## config.mk

```make
export PLATFORM = sky130hd
export DESIGN_NAME = gpio_input_capture6
export DESIGN_NICKNAME = d
export VERILOG_FILES = /design/src/rtl/gpio_pkg6.sv /design/src/rtl/gpio_debounce6.sv /design/src/rtl/gpio_input_capture6.sv
export SDC_FILE = /design/constraint.sdc
export NUM_CORES = 1
export LEC_CHECK = 0
export CORE_ASPECT_RATIO = 1.4
export CORE_MARGIN = 1.5
export CORE_UTILIZATION = 53
export DETAILED_ROUTE_END_ITERATION = 10
export PLACE_DENSITY_LB_ADDON = 0.08
export SYNTH_ARGS = -nofsm -noshare
export SYNTH_HDL_FRONTEND = slang
export SYNTH_SLANG_ARGS = --single-unit
```

## constraint.sdc

```tcl
create_clock -name pclk6 -period 2.25 [get_ports pclk6]
set_clock_uncertainty 0.1 [all_clocks]
set_input_delay 0.45 -clock pclk6 [delete_from_list [all_inputs] [get_ports pclk6]]
set_output_delay 0.45 -clock pclk6 [all_outputs]
set_load 0.01 [all_outputs]
```

## src/rtl/gpio_pkg6.sv

```systemverilog
// Shared definitions for the GPIO input-capture slice.
//   GPIO_DATA_WIDTH / DEBOUNCE_W : default widths used by the modules' parameters
//   gpio_vec_t                   : one bit per GPIO line
//   int_type_e                   : per-bit interrupt type (level or edge)
//   gpio_event                   : per-bit event function driven by the filtered pin
package gpio_pkg6;

    localparam int GPIO_DATA_WIDTH = 16;
    localparam int DEBOUNCE_W      = 4;

    typedef logic [GPIO_DATA_WIDTH-1:0] gpio_vec_t;

    typedef enum logic {
        LEVEL = 1'b0,
        EDGE  = 1'b1
    } int_type_e;

    // pol = 1 selects rising edge / high level, pol = 0 selects falling edge / low level.
    function automatic logic gpio_event(input int_type_e kind, input logic pol,
                                        input logic filt, input logic filt_d);
        logic ev;
        ev = 1'b0;
        case (kind)
            EDGE:    ev = pol ? (filt & ~filt_d) : (~filt & filt_d);
            default: ev = pol ? filt : ~filt;
        endcase
        return ev;
    endfunction

endpackage

```

## src/rtl/gpio_debounce6.sv

```systemverilog
// Single-bit input conditioner: synchroniser chain followed by a debounce filter.
//   pclk6, n_p_reset6 : clock and asynchronous active-low reset
//   pin_in            : raw asynchronous pad input
//   debounce_cnt      : number of consecutive differing cycles needed to commit (0 = bypass)
//   filt              : registered, debounced pin value
module gpio_debounce6 #(
    parameter int SYNC_STAGES = 2,
    parameter int DEBOUNCE_W  = 4
) (
    input  logic                  pclk6,
    input  logic                  n_p_reset6,
    input  logic                  pin_in,
    input  logic [DEBOUNCE_W-1:0] debounce_cnt,
    output logic                  filt
);

    logic [SYNC_STAGES-1:0] sync_reg;
    logic                   sync_bit;
    logic [DEBOUNCE_W-1:0]  cnt_reg, cnt_next;
    logic                   filt_reg, filt_next;

    always_ff @(posedge pclk6 or negedge n_p_reset6) begin
        if (!n_p_reset6) begin
            sync_reg <= '0;
        end else begin
            sync_reg <= {sync_reg[SYNC_STAGES-2:0], pin_in};
        end
    end

    assign sync_bit = sync_reg[SYNC_STAGES-1];

    // cnt_reg counts earlier consecutive mismatching cycles; the current mismatch
    // commits once it is the debounce_cnt-th. Using >= rather than == means a
    // threshold lowered below the running count commits on the next mismatch.
    always_comb begin
        cnt_next  = cnt_reg;
        filt_next = filt_reg;
        if (debounce_cnt == '0) begin
            filt_next = sync_bit;
            cnt_next  = '0;
        end else if (sync_bit == filt_reg) begin
            cnt_next  = '0;
        end else if (cnt_reg >= (debounce_cnt - DEBOUNCE_W'(1))) begin
            filt_next = sync_bit;
            cnt_next  = '0;
        end else if (cnt_reg != '1) begin
            cnt_next  = cnt_reg + DEBOUNCE_W'(1);
        end
    end

    always_ff @(posedge pclk6 or negedge n_p_reset6) begin
        if (!n_p_reset6) begin
            cnt_reg  <= '0;
            filt_reg <= 1'b0;
        end else begin
            cnt_reg  <= cnt_next;
            filt_reg <= filt_next;
        end
    end

    assign filt = filt_reg;

endmodule

```

## src/rtl/gpio_input_capture6.sv

```systemverilog
// GPIO input capture and interrupt stage.
//   pclk6, n_p_reset6 : clock and asynchronous active-low reset
//   gpio_pin_in6      : raw pad inputs
//   n_gpio_pin_oe6    : active-low output enable; a driven pin raises no events
//   debounce_cnt6     : debounce threshold (0 = bypass)
//   int_type6/pol6    : per-bit event selection (edge/level, rising-high/falling-low)
//   int_mask6         : per-bit enable onto irq6 (does not gate status capture)
//   int_clr6          : write-1-to-clear strobe for int_status6
//   gpio_data_in6     : debounced pin values
//   int_status6       : sticky raw interrupt status
//   irq6              : OR of masked status
module gpio_input_capture6 #(
    parameter int GPIO_DATA_WIDTH = gpio_pkg6::GPIO_DATA_WIDTH,
    parameter int SYNC_STAGES     = 2,
    parameter int DEBOUNCE_W      = gpio_pkg6::DEBOUNCE_W
) (
    input  logic                       pclk6,
    input  logic                       n_p_reset6,
    input  logic [GPIO_DATA_WIDTH-1:0] gpio_pin_in6,
    input  logic [GPIO_DATA_WIDTH-1:0] n_gpio_pin_oe6,
    input  logic [DEBOUNCE_W-1:0]      debounce_cnt6,
    input  logic [GPIO_DATA_WIDTH-1:0] int_type6,
    input  logic [GPIO_DATA_WIDTH-1:0] int_pol6,
    input  logic [GPIO_DATA_WIDTH-1:0] int_mask6,
    input  logic [GPIO_DATA_WIDTH-1:0] int_clr6,
    output logic [GPIO_DATA_WIDTH-1:0] gpio_data_in6,
    output logic [GPIO_DATA_WIDTH-1:0] int_status6,
    output logic                       irq6
);

    import gpio_pkg6::*;

    logic [GPIO_DATA_WIDTH-1:0] filt_vec;
    logic [GPIO_DATA_WIDTH-1:0] filt_d_reg;
    logic [GPIO_DATA_WIDTH-1:0] event_vec;
    logic [GPIO_DATA_WIDTH-1:0] status_reg, status_next;

    for (genvar gi = 0; gi < GPIO_DATA_WIDTH; gi++) begin : g_bit
        logic ev_bit;

        gpio_debounce6 #(
            .SYNC_STAGES (SYNC_STAGES),
            .DEBOUNCE_W  (DEBOUNCE_W)
        ) u_debounce (
            .pclk6        (pclk6),
            .n_p_reset6   (n_p_reset6),
            .pin_in       (gpio_pin_in6[gi]),
            .debounce_cnt (debounce_cnt6),
            .filt         (filt_vec[gi])
        );

        // A pin we are driving ourselves must not interrupt us.
        always_comb begin
            ev_bit = 1'b0;
            if (n_gpio_pin_oe6[gi]) begin
                ev_bit = gpio_event(int_type_e'(int_type6[gi]), int_pol6[gi],
                                    filt_vec[gi], filt_d_reg[gi]);
            end
        end

        assign event_vec[gi] = ev_bit;
    end

    // A new event takes priority over a clear landing in the same cycle.
    always_comb begin
        status_next = event_vec | (status_reg & ~int_clr6);
    end

    always_ff @(posedge pclk6 or negedge n_p_reset6) begin
        if (!n_p_reset6) begin
            filt_d_reg <= '0;
            status_reg <= '0;
        end else begin
            filt_d_reg <= filt_vec;
            status_reg <= status_next;
        end
    end

    assign gpio_data_in6 = filt_vec;
    assign int_status6   = status_reg;
    assign irq6          = |(status_reg & int_mask6);

endmodule

```

==> results, run 1 <==
- The flow ran to the end, but the final reports show violations.
- The final reports fail on negative setup slack.
- The die covers 0.0149 mm².
- 0 antenna diodes ended up in the layout.
- Counting instances in the post-synthesis netlist gives the leading cell types as sky130_fd_sc_hd__dfrtp_1 (144), sky130_fd_sc_hd__nor2_1 (81), sky130_fd_sc_hd__ha_1 (65), sky130_fd_sc_hd__nand2_1 (48), sky130_fd_sc_hd__o21ai_0 (48).
- The proportion of netlist area held by the largest area contributor is 48.1%.
- The TritonCTS clock tree is built.
- The data arrival time of the critical path is 2540 ps.
- The leftover overflow at the end of global routing is 0.
- IR analysis of the VDD net gives a maximum drop of 0.000720 V.
- The later pin in the worst-skew pair is clocked with a latency of 430 ps.
- The analysis attributes to cell leakage a power of 4.44 nW.
- The DRC marker count from the first detailed-route iteration is 197.
- Detailed routing inserted a total of 5959 vias.
- The level count of the clock H-tree is 4.
- The detail-routed net length per standard cell is 16.4 µm.
- For this run, global-route usage on met1 was measured as 27.6%.
- The global-route wire length before repair is 28.1 mm.
- The kind of end point of the critical path is a register.
- Dividing the synthesized area by the synthesized cell count gives 10.3 µm².
- STA classifies the critical path startpoint as an input pin.
- The setup TNS is -345 ps.
- The initial cell density of the core is 54.1%.
- The total wirelength of the detailed-routed design is 17.7 mm.
- For this run, design rule violations remaining after detail routing come to 0.
- The count of cell types in the netlist is 27.
- The core region is 0.0138 mm².
- The first-pass iteration count of the detailed router is 5.
- The synthesized design spends more area on one cell type than any other, namely sky130_fd_sc_hd__dfrtp_1.
- The floorplan step set the die width to 103 µm.
- The number of hold violations in the final report is 0.
- The post-synthesis cell area is 0.00749 mm².
- Input and output buffers added on the ports amount to 134.
- The TritonCTS sink count is 144.
- The worst setup slack after layout is -47.8 ps.
- The layer flagged by global routing as most heavily used is met2.
- The standard-cell row count is 51.
- The pre-CTS setup slack is -1130 ps.
- The layout has 968 filler cells.
- The post-DP HPWL is 11.9 mm.
- By area the synthesized netlist is led by sky130_fd_sc_hd__dfrtp_1 (48%), sky130_fd_sc_hd__ha_1 (11%), sky130_fd_sc_hd__nor2_1 (4.1%).
- By instance count, the leading cell after synthesis is sky130_fd_sc_hd__dfrtp_1.
- The register with the most flip-flops in the layout has 64 of them.
- The growth of design area from synthesis to finish is 39.7%.
- Counting flops and latches in the post-synthesis netlist gives 144.
- The count of flip-flops with a built-in enable after synthesis is 0.
- The number of nets in the synthesized netlist is 891.
- For this run, the number of Yosys warnings is 0.
- The root buffer cell chosen for the clock tree is sky130_fd_sc_hd__clkbuf_16.
- The weighted congestion reported at the end of routability-driven placement is 0.760.
- The max-capacitance violation count is 0.
- The remaining number of nets flagged by the antenna check after routing is 0.
- The area taken by multi-input logic gates is 0.00428 mm².
- Global routing used 24.7% of the available tracks.
- In the final design database the tool counted 1045 nets.
- The global routing usage on met2 is 43.6%.
- The area of all sequential standard cells is 0.00360 mm².
- After detailed routing, the number of vias per cell comes to 5.54.
- After clock tree synthesis, the clock-pin slew on the worst setup and hold paths is 60 ps.
- The smallest clock period supported by the final layout is computed as 2300 ps.
- During I/O placement, the number of pins put on the boundary was 135.
- In this run the vertical extent of the chip is 144 µm.
- The proportion of layout cells with a drive suffix above 1 is 24.1%.
- The largest fanout on the critical path is 5.
- Measured on the finished design, the core utilization comes to 75.6%.
- Global routing consumed, on the met3 layer, 5.69% of the routing resources.
- The share of the Yosys chip area taken by registers is 48.1%.
- Data on the critical path is required at its endpoint by 2490 ps.
- Once placement finished, the instance area stood at 0.00918 mm².
- The number of failing setup endpoints in the final timing report is 20.
- The worst-case register-to-register setup slack is 180 ps.
- Setup repair after global routing could not meet its margin everywhere.
- Of the available clock period, the critical path in the final layout requires 102%.
- The relative max-transition margin is 71.7%.
- The number of antenna violations at the first check in global routing was 0.
- For this run, the top clock speed supported by timing is 435 MHz.
- Power spread over the standard cell area amounts to 1080 mW/mm².
- The worst setup path is of the input pin to register kind.
- The most used flip-flop cell after synthesis is sky130_fd_sc_hd__dfrtp_1.
- The via count of the first global-routing pass is 6195.
- TritonCTS created 17 clock buffers.
- The total count of max-transition violations in the final report is 0.
- The final non-filler cell area is 0.0105 mm².
- The largest net degree at the start of global routing is 47.
- The longest clock path from root to sink contains 2 buffers.
- The count of mapped cells out of synthesis is 724.
- The type of the tightest min-delay check is register to register.
- At the pin with the least slew margin, the transition time is 424 ps.
- The fraction of registers with async set/reset is 100%.
worst max-delay path, cell delays in order:
cell and delay (ps):
sky130_fd_sc_hd__buf_8 80, sky130_fd_sc_hd__clkinvlp_4 90, sky130_fd_sc_hd__ha_4 190, sky130_fd_sc_hd__xnor2_4 230, sky130_fd_sc_hd__buf_8 200, sky130_fd_sc_hd__ha_4 210
sky130_fd_sc_hd__a21oi_2 110, sky130_fd_sc_hd__o21ai_1 80, sky130_fd_sc_hd__maj3_2 310, sky130_fd_sc_hd__or3_4 380, sky130_fd_sc_hd__a211oi_2 210
layout by cell type, fill, tap and decap left out, types with 3 or more instances in the layout:
| cell type | synthesis | final |
|---|---|---|
| sky130_fd_sc_hd__dfrtp_1 | 144 | 144 |
| sky130_fd_sc_hd__clkdlybuf4s50_1 | 0 | 129 |
| sky130_fd_sc_hd__nand2_1 | 48 | 48 |
| sky130_fd_sc_hd__ha_1 | 65 | 48 |
| sky130_fd_sc_hd__nor2_1 | 81 | 45 |
| sky130_fd_sc_hd__inv_1 | 34 | 32 |
| sky130_fd_sc_hd__nor2b_1 | 32 | 32 |
| sky130_fd_sc_hd__o21ai_0 | 48 | 32 |
| sky130_fd_sc_hd__nand3_1 | 32 | 32 |
| sky130_fd_sc_hd__xnor2_1 | 34 | 32 |
| sky130_fd_sc_hd__nor3_2 | 10 | 27 |
| sky130_fd_sc_hd__nor2_2 | 0 | 26 |
| sky130_fd_sc_hd__ha_4 | 0 | 17 |
| sky130_fd_sc_hd__clkbuf_16 | 0 | 17 |
| sky130_fd_sc_hd__a21oi_1 | 32 | 16 |
| sky130_fd_sc_hd__nor3_1 | 38 | 16 |
| sky130_fd_sc_hd__a21oi_2 | 0 | 16 |
| sky130_fd_sc_hd__maj3_2 | 10 | 16 |
| sky130_fd_sc_hd__a31oi_1 | 16 | 16 |
| sky130_fd_sc_hd__or3_4 | 10 | 16 |
| sky130_fd_sc_hd__mux2i_1 | 16 | 16 |
| sky130_fd_sc_hd__o21ai_1 | 0 | 15 |
| sky130_fd_sc_hd__nor3b_1 | 16 | 15 |
| sky130_fd_sc_hd__mux2_2 | 16 | 12 |
| sky130_fd_sc_hd__buf_4 | 16 | 12 |
| sky130_fd_sc_hd__nor2_4 | 0 | 10 |
| sky130_fd_sc_hd__buf_12 | 0 | 6 |
| sky130_fd_sc_hd__clkinvlp_4 | 0 | 5 |
| sky130_fd_sc_hd__nor3_4 | 0 | 5 |
| sky130_fd_sc_hd__a22o_1 | 4 | 4 |
| sky130_fd_sc_hd__mux2_4 | 0 | 4 |
| sky130_fd_sc_hd__inv_6 | 0 | 4 |
| sky130_fd_sc_hd__bufinv_16 | 0 | 4 |
| sky130_fd_sc_hd__a221oi_2 | 0 | 3 |
final timing paths:
kind / startpoint / end / cells past startpoint
worst max-delay path: debounce_cnt6[0] / g_bit[15].u_debounce.cnt_reg[3]$_DFFE_PN0P_ / 11
worst min-delay path: g_bit[2].u_debounce.sync_reg[0]$_DFF_PN0_ / g_bit[2].u_debounce.sync_reg[1]$_DFF_PN0_ / 0
worst min register to register: g_bit[2].u_debounce.sync_reg[0]$_DFF_PN0_ / g_bit[2].u_debounce.sync_reg[1]$_DFF_PN0_ / 0
min in group asynchronous: n_p_reset6 / g_bit[6].u_debounce.filt$_DFFE_PN0P_ / 2
max in group asynchronous: n_p_reset6 / g_bit[8].u_debounce.cnt_reg[2]$_DFFE_PN0P_ / 3
worst max register to register: g_bit[15].u_debounce.cnt_reg[0]$_DFFE_PN0P_ / g_bit[15].u_debounce.cnt_reg[3]$_DFFE_PN0P_ / 7
layer usage:
metal / wire length [µm] / share of wire, % / vias up
li1: - / - / 2828
met1: 6800 / 38 / 2937
met2: 9540 / 54 / 149
met3: 753 / 4.3 / 45
met4: 602 / 3.4 / 0
met5: 0 / 0 / -
stage by stage:
step,cells,hold WS [ps],power [mW]
after floorplan,724,54.4,6.29
after global placement,1041,233,7.34
after detailed placement,1041,235,7.59
after CTS,1076,246,11.0
after global routing,1076,246,12.1
final,1076,242,11.3
power by group:
| part | internal (mW) | switching, mW |
|---|---|---|
| Combinational | 2.23 | 1.93 |
| Sequential | 3.29 | 0.862 |
| Clock | 1.90 | 1.13 |
| Total | 7.42 | 3.92 |
timing repair:
action                                  4_1_cts  5_1_grt
hold buffers                                  1        0
setup buffers                                 1        0
cloned                                        1        0
endpoints found under the setup margin       81       77
gates resized for setup                     102       60
hold endpoints to repair                     33        0
pin swaps                                    57       30
cells by family (layout without fill, tap and decap cells):
kind of cell	count (synthesis)	count (layout)	synth area share [%]
compound gates	105	105	7.78
xor+xnor	34	34	3.97
fa+ha+maj	81	81	13.2
buf+inv	54	221	3.61
flops	144	144	48.1
mux	32	32	4.54
simple gates	274	274	18.8
cell type report:
type | instances | share of cell area, %
flip-flops and latches | 144 | 34.4
clock inverters | 14 | 1.94
well taps | 185 | 2.21
repair buffers | 155 | 15.1
inverters | 34 | 1.25
multi-input cells | 526 | 40.9
clock buffers | 18 | 4.19
Power figures use the tool's default switching activity.
==> inputs of run 2 (changes only) <==
--- a/config.mk
+++ b/config.mk
@@ -7,7 +7,7 @@
 export LEC_CHECK = 0
 export CORE_ASPECT_RATIO = 1.4
 export CORE_MARGIN = 1.5
-export CORE_UTILIZATION = 53
+export CORE_UTILIZATION = 57
 export DETAILED_ROUTE_END_ITERATION = 10
 export PLACE_DENSITY_LB_ADDON = 0.08
 export SYNTH_ARGS = -nofsm -noshare
==> constraint.sdc (replaced) <==
create_clock -name pclk6 -period 2.8 [get_ports pclk6]
set_clock_uncertainty 0.1 [all_clocks]
set_input_delay 0.56 -clock pclk6 [delete_from_list [all_inputs] [get_ports pclk6]]
set_output_delay 0.56 -clock pclk6 [all_outputs]
set_load 0.01 [all_outputs]
==> run 2 against run 1 <==
  * The run now ends clean
  * Utilization rose by 3.0 points
  * Non-clock buffer count fell by 8
  * Clock power fell by 18%
  * Final area fell by 3.8%
  * Sequential share of layout area rose by 1.4 points
  * Count of clock-buffer cells in the layout did not move
  * First-iteration DRC count fell by 27%
  * Total power fell by 22%
  * Routed wire length fell by 2.1%
==> results, run 2 (same netlist as run 1, synthesis figures left out) <==
- The clock insertion delay at the later pin of the skew report is 420 ps.
- The worst-case IR drop observed on VDD is 0.000521 V.
- The run finished with clean final reports.
- TritonCTS created 17 clock buffers.
- Tracing the worst setup path back leads to its startpoint at debounce_cnt6[0].
- The internal portion of total power is 5.86 mW.
- After detailed routing, the number of vias per cell comes to 5.69.
- The TritonCTS clock tree is built.
- The critical path goes through clkdlybuf4s15_1 > clkinvlp_4 > ha_4 > xnor2_4 > buf_12 > ha_1 > a21oi_1 > o21ai_1 > maj3_2 > or3_4 > nor3_4.
- The most frequent standard cell in the layout excluding fill and tap cells is sky130_fd_sc_hd__dfrtp_1.
- In this run the worst hold path is classified as input pin to asynchronous set/reset pin.
- Sequential cells account for 37.9% of the total power.
- After detailed placement, the design holds a cell count of 1004.
- The leftover overflow at the end of global routing is 0.
- Relative to the synthesized area, the layout overhead comes to 34.5%.
- The die is 139 µm tall.
- The first-pass iteration count of the detailed router is 4.
- The cell with the largest stage delay on the worst path is sky130_fd_sc_hd__or3_4.
- The via count of the first global-routing pass is 6255.
- The total count of max-transition violations in the final report is 0.
- The floorplan die width is 99.9 µm.
- The number of antenna violations at the first check in global routing is 0.
- The master cell of the clock root buffer is sky130_fd_sc_hd__clkbuf_16.
- The number of hold-repair buffers added at the cts stage is 0.
- The tool flagged a number of max-cap violations equal to 0.
- During I/O placement, the number of pins put on the boundary was 135.
- For the worst setup path, the data arrival time is 2950 ps.
- The number of port buffers is 134.
- The clock network accounts for 28.0% of the total power.
- The highest metal layer carrying signal wires in the routed design is met4.
- The sequential cells in the finished layout cover a total of 0.00360 mm².
- The number of antenna diodes is 0.
- After detailed routing, the number of remaining DRC violations is 0.
- The worst setup slack after layout is 78.2 ps.
- Row generation in the floorplan step produced 49 rows.
- Entering global routing, the biggest net connects 68 pins.
- Per report_power, the combinational group accounts for 34.1% of the total.
- The number of hold violations in the final report came to 0.
- The number of buffers and inverters on the critical path is 3.
- Detailed routing inserted a total of 5886 vias.
- The cell count along the critical path is 11.
- STA puts the critical path data required time at 3030 ps.
- The number of nets at the end of the flow is 1037.
- Leaving out fill and tap cells, the most frequent cells in the layout are sky130_fd_sc_hd__dfrtp_1 (144), sky130_fd_sc_hd__clkdlybuf4s50_1 (130), sky130_fd_sc_hd__nor2_1 (77).
- The total power draw is 8.80 mW.
- The worst-case clock buffer depth is 2.
- Detailed routing placed a total of 9.51 mm of wire on met2.
- OpenSTA, run right after detailed placement, puts the worst setup slack at -675 ps.
- In this design, the stage delay of the slowest critical-path cell is 420 ps.
- The total wirelength of the detailed-routed design is 17.3 mm.
- The first global-routing pass estimated 28.3 mm of wire.
- The worst setup path is captured at a register.
- The clock-pin slew on the worst setup and hold paths is 60 ps.
- The switching power is 2.94 mW.
- Net switching is 33.4% of the power.
- The cell class contributing the biggest share of worst-path delay is adder cells.
- Derived from the worst setup path, the maximum achievable clock frequency is 367 MHz.
- The level count of the clock H-tree is 4.
- For this configuration, the core starts out at a cell density of 58.5%.
- The end of the worst register-to-register path is g_bit[14].u_debounce.cnt_reg[2]$_DFFE_PN0P_.
- The post-route netlist has 16.8% of its cells at a drive strength greater than 1.
- The capture point of the worst path is g_bit[14].u_debounce.cnt_reg[2]$_DFFE_PN0P_.
- The final hold slack is 43.1 ps.
- The flip-flop count of the largest register after layout is 64.
- The filler cells instantiated in the layout total 820.
- The leakage power summed over all cells is 4.37 nW.
- The power density of the placed cells is 874 mW/mm².
- The measured slew at the worst slew-check pin is 855 ps.
- The shortest clock period the worst path allows after layout is 2720 ps.
- For this block, wires on met1 add up to 6.65 mm.
- The setup TNS is 0 ps.
- The DRC marker count from the first detailed-route iteration is 143.
- The startpoint identified for the worst register-to-register timing path is g_bit[14].u_debounce.cnt_reg[0]$_DFFE_PN0P_.
- The worst-case register-to-register setup slack is 650 ps.
- The worst setup path is launched from an input pin.
- Dividing the detail-routed wire length by the instance count gives 16.7 µm.
- The total die area is 0.0139 mm².
- Detailed placement ended at an HPWL of 11.7 mm.
- The kind of critical path is input pin to register.
- The TritonCTS sink count is 144.
- The cell depth of the worst flop-to-flop path is 7.
- The post-route fraction of the period consumed by the critical path is 97.2%.
- In this run the worst path has a maximum fanout of 8.
- For this run, the total global-route usage over all layers was measured as 25.5%.
- Measured against its own limit, the worst slew margin works out to 43.0%.
- The detail route stage leaves a number of antenna-violating nets equal to 0.
- The placeable core region is 0.0128 mm².
- The number of failing setup endpoints in the final timing report is 0.
- Routability-driven placement finished with a final weighted congestion of 0.830.
- In the final layout, the multi-input gates occupy 0.00399 mm².
- Once layout is complete, the cells apart from fillers number 1035.
- After detailed routing, the met3 layer carries 702 µm of wire.
-- run 2: cell count changes in the layout (fill, tap and decap cells not counted), moves of 5 or more --
cell | before | now
sky130_fd_sc_hd__ha_4 | 17 | 10
sky130_fd_sc_hd__nor2_4 | 10 | 0
sky130_fd_sc_hd__a21oi_2 | 16 | 9
sky130_fd_sc_hd__buf_4 | 12 | 7
sky130_fd_sc_hd__a21oi_1 | 16 | 23
sky130_fd_sc_hd__nor2_2 | 26 | 4
sky130_fd_sc_hd__nor2_1 | 45 | 77
sky130_fd_sc_hd__nor3_2 | 27 | 21
sky130_fd_sc_hd__ha_1 | 48 | 55
sky130_fd_sc_hd__nor3_1 | 16 | 21
-- run 2: layout make-up --
cell class / instances / share of cell area, %
Multi-Input combinational cell: 526 / 39.6
Sequential cell: 144 / 35.8
Timing Repair Buffer: 147 / 15.1
Clock buffer: 18 / 4.26
Clock inverter: 13 / 2.10
Tap cell: 153 / 1.90
Inverter: 34 / 1.30
-- run 2: timing repair --
item	4_1_cts	5_1_grt
pin swaps	7	21
endpoints found under the setup margin	81	76
gates resized for setup	27	52
setup buffers	0	0
-- run 2: worst min path at each step --
stage                                              start                                    endpoint  slack (ps)
2_1_floorplan                                 n_p_reset6                     filt_d_reg[0]$_DFF_PN0_         160
3_3_place_gp   g_bit[3].u_debounce.sync_reg[0]$_DFF_PN0_   g_bit[3].u_debounce.sync_reg[1]$_DFF_PN0_         230
3_5_place_dp   g_bit[6].u_debounce.sync_reg[0]$_DFF_PN0_   g_bit[6].u_debounce.sync_reg[1]$_DFF_PN0_         230
4_1_cts                                       n_p_reset6  g_bit[2].u_debounce.cnt_reg[0]$_DFFE_PN0P_          60
5_1_grt                                       n_p_reset6  g_bit[2].u_debounce.cnt_reg[0]$_DFFE_PN0P_          90
6_report                                      n_p_reset6  g_bit[2].u_debounce.cnt_reg[0]$_DFFE_PN0P_          40
-- run 2: power groups by stage --
stage	Sequential, mW	Combinational (mW)	Clock, mW
floorplan	3.21	1.84	0
global placement	3.29	2.57	0
detailed placement	3.34	2.74	0
CTS	3.31	2.87	2.49
global route	3.44	3.33	2.58
finish	3.33	3.00	2.47
-- run 2: worst reg2reg max path, stage by stage (launching register included) --
cell and delay [ps]:
sky130_fd_sc_hd__dfrtp_1 440, sky130_fd_sc_hd__inv_1 70, sky130_fd_sc_hd__ha_1 280, sky130_fd_sc_hd__nor2b_1 140, sky130_fd_sc_hd__o21ai_1 90, sky130_fd_sc_hd__maj3_2 330
sky130_fd_sc_hd__or3_4 420, sky130_fd_sc_hd__nor3_4 200
-- run 2: metrics by stage --
| stage | area (µm²) | util [%] |
|---|---|---|
| 2_1_floorplan | 7530 | - |
| 3_3_place_gp | 9090 | 71.0 |
| 3_5_place_dp | 9090 | 71.0 |
| 4_1_cts | 9840 | 76.8 |
| 5_1_grt | 10100 | 78.6 |
| 6_report | 10100 | 78.6 |
-- run 2: layer usage --
layer | vias up | GRT usage (%)
li1 | 2815 | -
met1 | 2875 | 28.5
met2 | 152 | 46.8
met3 | 44 | 4.94
met4 | 0 | 10.1
met5 | - | 0
==> variant 1 (flow settings as in run 1) <==
`DEBOUNCE_W` is set to 4 in 2 places; all go to 5.
--- a/src/rtl/gpio_pkg6.sv
+++ b/src/rtl/gpio_pkg6.sv
@@ -6,7 +6,7 @@
 package gpio_pkg6;
 
     localparam int GPIO_DATA_WIDTH = 16;
-    localparam int DEBOUNCE_W      = 4;
+    localparam int DEBOUNCE_W      = 5;
 
     typedef logic [GPIO_DATA_WIDTH-1:0] gpio_vec_t;
 
--- a/src/rtl/gpio_debounce6.sv
+++ b/src/rtl/gpio_debounce6.sv
@@ -5,7 +5,7 @@
 //   filt              : registered, debounced pin value
 module gpio_debounce6 #(
     parameter int SYNC_STAGES = 2,
-    parameter int DEBOUNCE_W  = 4
+    parameter int DEBOUNCE_W  = 5
 ) (
     input  logic                  pclk6,
     input  logic                  n_p_reset6,
Interface: changed (resized debounce_cnt6); port bits go from 135 to 136. No check against the original RTL was run, so the function may have changed too.
==> variant 1 against run 1 <==
The flow still finishes with violations (negative setup slack); sequential power grew 8.0%; routed wire length rose by 16%; sequential cell count is 16 higher; critical endpoint is now g_bit[15].u_debounce.filt$_DFFE_PN0P_; design area increased by 12%; setup slack better by 20 ps; worst hold slack better by 5.3 ps; non-clock buffer count rose by 14; power is 3.5% higher; area after synthesis grew 15%; first-iteration DRC count fell by 12%.
==> variant 1: results (changes against run 1) <==
Run status
  – Outcome: finished with violations
  – Failing checks: negative setup slack

Pwr
  – Switching Fraction: 33.5% (-1.0 points)
  – VDD IR-drop max: 0.655 mV (-9.0%)
  – Sequential power: 4.48 mW (+8.0%)
  – P_leak: 5.25 nW (+18%)
  – Clk network pwr share: 25.4% (-1.3 points)

Yosys
  – Mux cell area share after synthesis: 5.81% (+1.3 points)
  – Synth area leaders: dfrtp_1, ha_1, xnor2_1
  – Sequential area share after synthesis: 46.5% (-1.6 points)
  – Netlist cell types: 33 (+22%)
  – Area fraction in compound gates after synthesis: 8.11% (+0.32 points)
  – XOR/XNOR Fraction of Synth Area: 6.92% (+2.9 points)
  – Syn_nets: 978 (+9.8%)
  – Synth top area share: 46.5% (-1.6 points)
  – Synth Area in Adders: 15.5% (+2.3 points)
  – Top cells by count, synth: dfrtp_1, ha_1, nor2_1, nor2b_1, xnor2_1

Clock network
  – Post-CTS Setup Inserts: 4 (+3)

Timing
  – Fin Hold WS: 247 ps (+5.29 ps)
  – Setup violators final: 2 (-90%)
  – Post-route worst setup slack: -27.7 ps (+20.1 ps)
  – Slew of the pin with the lowest slew margin: 496 ps (+72.7 ps)
  – Final TNS setup: -41.8 ps (+303 ps)

Min path
  – Hold path start: g_bit[12].u_debounce.sync_reg[0]$_DFF_PN0_

Placement
  – Worst slack, placed: -1100 ps (+28.8 ps)
  – IO buf count: 135 (+0.75%)
  – DP HPWL: 13.9 mm (+18%)

Drt
  – WL/cell: 17.4 um (+6.0%)
  – Initial DRC count: 173 (-12%)
  – Number of vias per cell: 5.50 (-0.72%)
  – TritonRoute pass-1 iters: 4 (-1)

Layout
  – Post-Layout Cell Count: 1174 (+9.1%)
  – Final #Nets: 1146 (+9.7%)
  – Share of cells above drive strength 1: 19.6% (-4.5 points)
  – Max reg flops: 80 (+25%)

Setup path
  – Reg-to-Reg Start: g_bit[0].u_debounce.cnt_reg[0]$_DFFE_PN0P_
  – Worst Setup EP: g_bit[15].u_debounce.filt$_DFFE_PN0P_
  – Worst-path fanout max: 8 (+3)
  – CP arrival: 2490 ps (-50 ps)
  – R2R Setup Slk: 160 ps (-20 ps)

GRT
  – Vias in the first global route: 7065 (+14%)
  – Largest net degree at the start of global routing: 50 (+6.4%)
  – Total GRT Usage: 25.1% (+0.31 points)
variant 1: cell types whose count changed in the layout (fill, tap and decap cells not counted), moves of 17 or more:
cell / change
nand2_1: -19
xor2_1: +17
nor2b_1: +22
nand3_1: -32
nor3_2: -27
variant 1: routing by layer:
metal  GRT usage (%)  up-vias  routed length (um)
li1                -     3088                   -
met1            29.0     3201                8200
met2            46.1      127               11100
met3            4.26       39                 618
met4            9.77        0                 549
met5               0        -                   0
variant 1: cells by family (layout without fill, tap and decap cells):
family,count (synthesis),in the layout
adder cells (fa/ha/maj),113,113
XOR/XNOR,68,68
AND/OR/NAND/NOR,227,227
flip-flops,160,160
buffers and inverters,58,239
multiplexers,48,48
AO/OA/AOI/OAI,120,120
variant 1: layout make-up:
class                           instances  area (sq um)
Clock inverter                         10           131
Inverter                               38           146
Sequential cell                       160          4000
Tap cell                              199           249
Timing Repair Buffer                  169          1720
Clock buffer                           22           484
Multi-Input combinational cell        576          4950
Fill cell                            1152          4360
==> variant 2 (config.mk and constraints of run 1) <==
Made on the original files. Register the output `int_status6` once more, cleared by the reset; this adds one clock of latency there. The other outputs are not delayed to match.
--- a/src/rtl/gpio_input_capture6.sv
+++ b/src/rtl/gpio_input_capture6.sv
@@ -77,7 +77,13 @@
     end
 
     assign gpio_data_in6 = filt_vec;
-    assign int_status6   = status_reg;
+    always_ff @(posedge pclk6 or negedge n_p_reset6) begin
+        if (!n_p_reset6) begin
+            int_status6 <= '0;
+        end else begin
+            int_status6 <= status_reg;
+        end
+    end
     assign irq6          = |(status_reg & int_mask6);
 
 endmodule
Behaviour: not the same (Yosys sat finds a counterexample within 4 cycles, from zero or initial values and one cycle with n_p_reset6 low).
==> variant 2 against run 1 <==
The run still ends with negative setup slack left; routed wire length rose by 3.2%; critical endpoint is now g_bit[4].u_debounce.cnt_reg[3]$_DFFE_PN0P_; setup slack got worse by 51 ps; via count rose by 2.2%; power rose by 5.5%; first-iteration DRC count rose by 12%; sequential cell count rose by 16; global-route usage barely moved; area after synthesis rose by 5.3%; fmax fell by 2.2%; core utilization rose by 0.41 points; combinational power rose by 3%; design area rose by 5.4%.
==> variant 2: results (changes against run 1) <==
Setup path
  – Crit-path max cell delay: 430 ps (+50 ps)
  – CP arrival: 2600 ps (+60 ps)
  – Worst Setup EP: g_bit[4].u_debounce.cnt_reg[3]$_DFFE_PN0P_
  – Worst-path fanout max: 7 (+2)

GRT
  – Met2 Usage GRT: 43.6% (about the same)
  – Total GRT Usage: 24.7% (-0.038 points)
  – Met1 Track Usage GR: 28.4% (+0.74 points)
  – First-pass GRT wire length: 30.4 mm (+7.9%)
  – Largest net degree at the start of global routing: 58 (+23%)

Run status
  – Outcome: finished with violations
  – Failing checks: negative setup slack

Drt
  – Met1 WL: 7.25 mm (+6.7%)
  – WL final: 18.3 mm (+3.2%)
  – Vias: 6089 (+2.2%)
  – Met2 wire length: 9.71 mm (+1.8%)
  – TritonRoute pass-1 iters: 4 (-1)
  – Met3 WL: 782 um (+3.9%)
  – WL/cell: 16.5 um (+0.54%)

Timing
  – Post-route worst setup slack: -98.9 ps (-51.1 ps)
  – Slew of the pin with the lowest slew margin: 425 ps (+1.25 ps)
  – Fin Hold WS: 247 ps (+4.90 ps)
  – Setup violators final: 46 (+130%)

Placement
  – Post-place instance area: 9580 sq um (+4.4%)
  – GPL Wtd Cong: 0.773 (+1.8%)
  – Worst slack, placed: -1120 ps (+5.10 ps)
  – Placed cell count: 1062 (+2.0%)
  – DP HPWL: 12.0 mm (+1.2%)

Yosys
  – Sequential area share after synthesis: 50.7% (+2.6 points)
  – Mapped Cells: 740 (+2.2%)
  – Top cells by count, synth: dfrtp_1, nor2_1, ha_1, nand2_1, o21ai_0

Layout
  – Share of cells above drive strength 1: 24.8% (+0.68 points)
  – Fill cells: 963 (-0.52%)
  – Post-route cell area: 11000 sq um (+5.4%)

Pwr
  – P_leak: 4.76 nW (+7.2%)
  – VDD IR-drop max: 0.585 mV (-19%)

Min path
  – Hold endpoint: g_bit[1].u_debounce.sync_reg[1]$_DFF_PN0_

Clock network
  – Post-CTS Setup Inserts: 2 (+1)
  – Post-cts sizing count: 104 (+2.0%)
==> variant 2: final cells by class <==
cell class                 count  area share [%]
clock buffer                  22            4.39
clock inverter                 9            1.40
inverter                      34            1.19
multi-input combinational    526            39.2
sequential                   160            36.3
tap                          189            2.14
timing repair buffer         164            15.3
==> variant 2: logic make-up after synthesis <==
group	count (synthesis)	synth area share, %
buffers and inverters	54	3.42
xor gates and xnor gates	34	3.77
and+or+nand+nor	274	17.9
AOI/OAI and AO/OA	105	7.39
adders and majority gates	81	12.5
muxes	32	4.31
DFF	160	50.7
==> variant 2: power by group through the flow <==
| stage | clock network, mW | logic [mW] | registers (mW) |
|---|---|---|---|
| after floorplan | 0 | 2.30 | 4.41 |
| after global placement | 0 | 3.28 | 4.52 |
| after detailed placement | 0 | 3.45 | 4.59 |
| after CTS | 3.13 | 3.87 | 4.58 |
| after global routing | 3.26 | 4.73 | 4.73 |
| final | 3.09 | 4.28 | 4.59 |
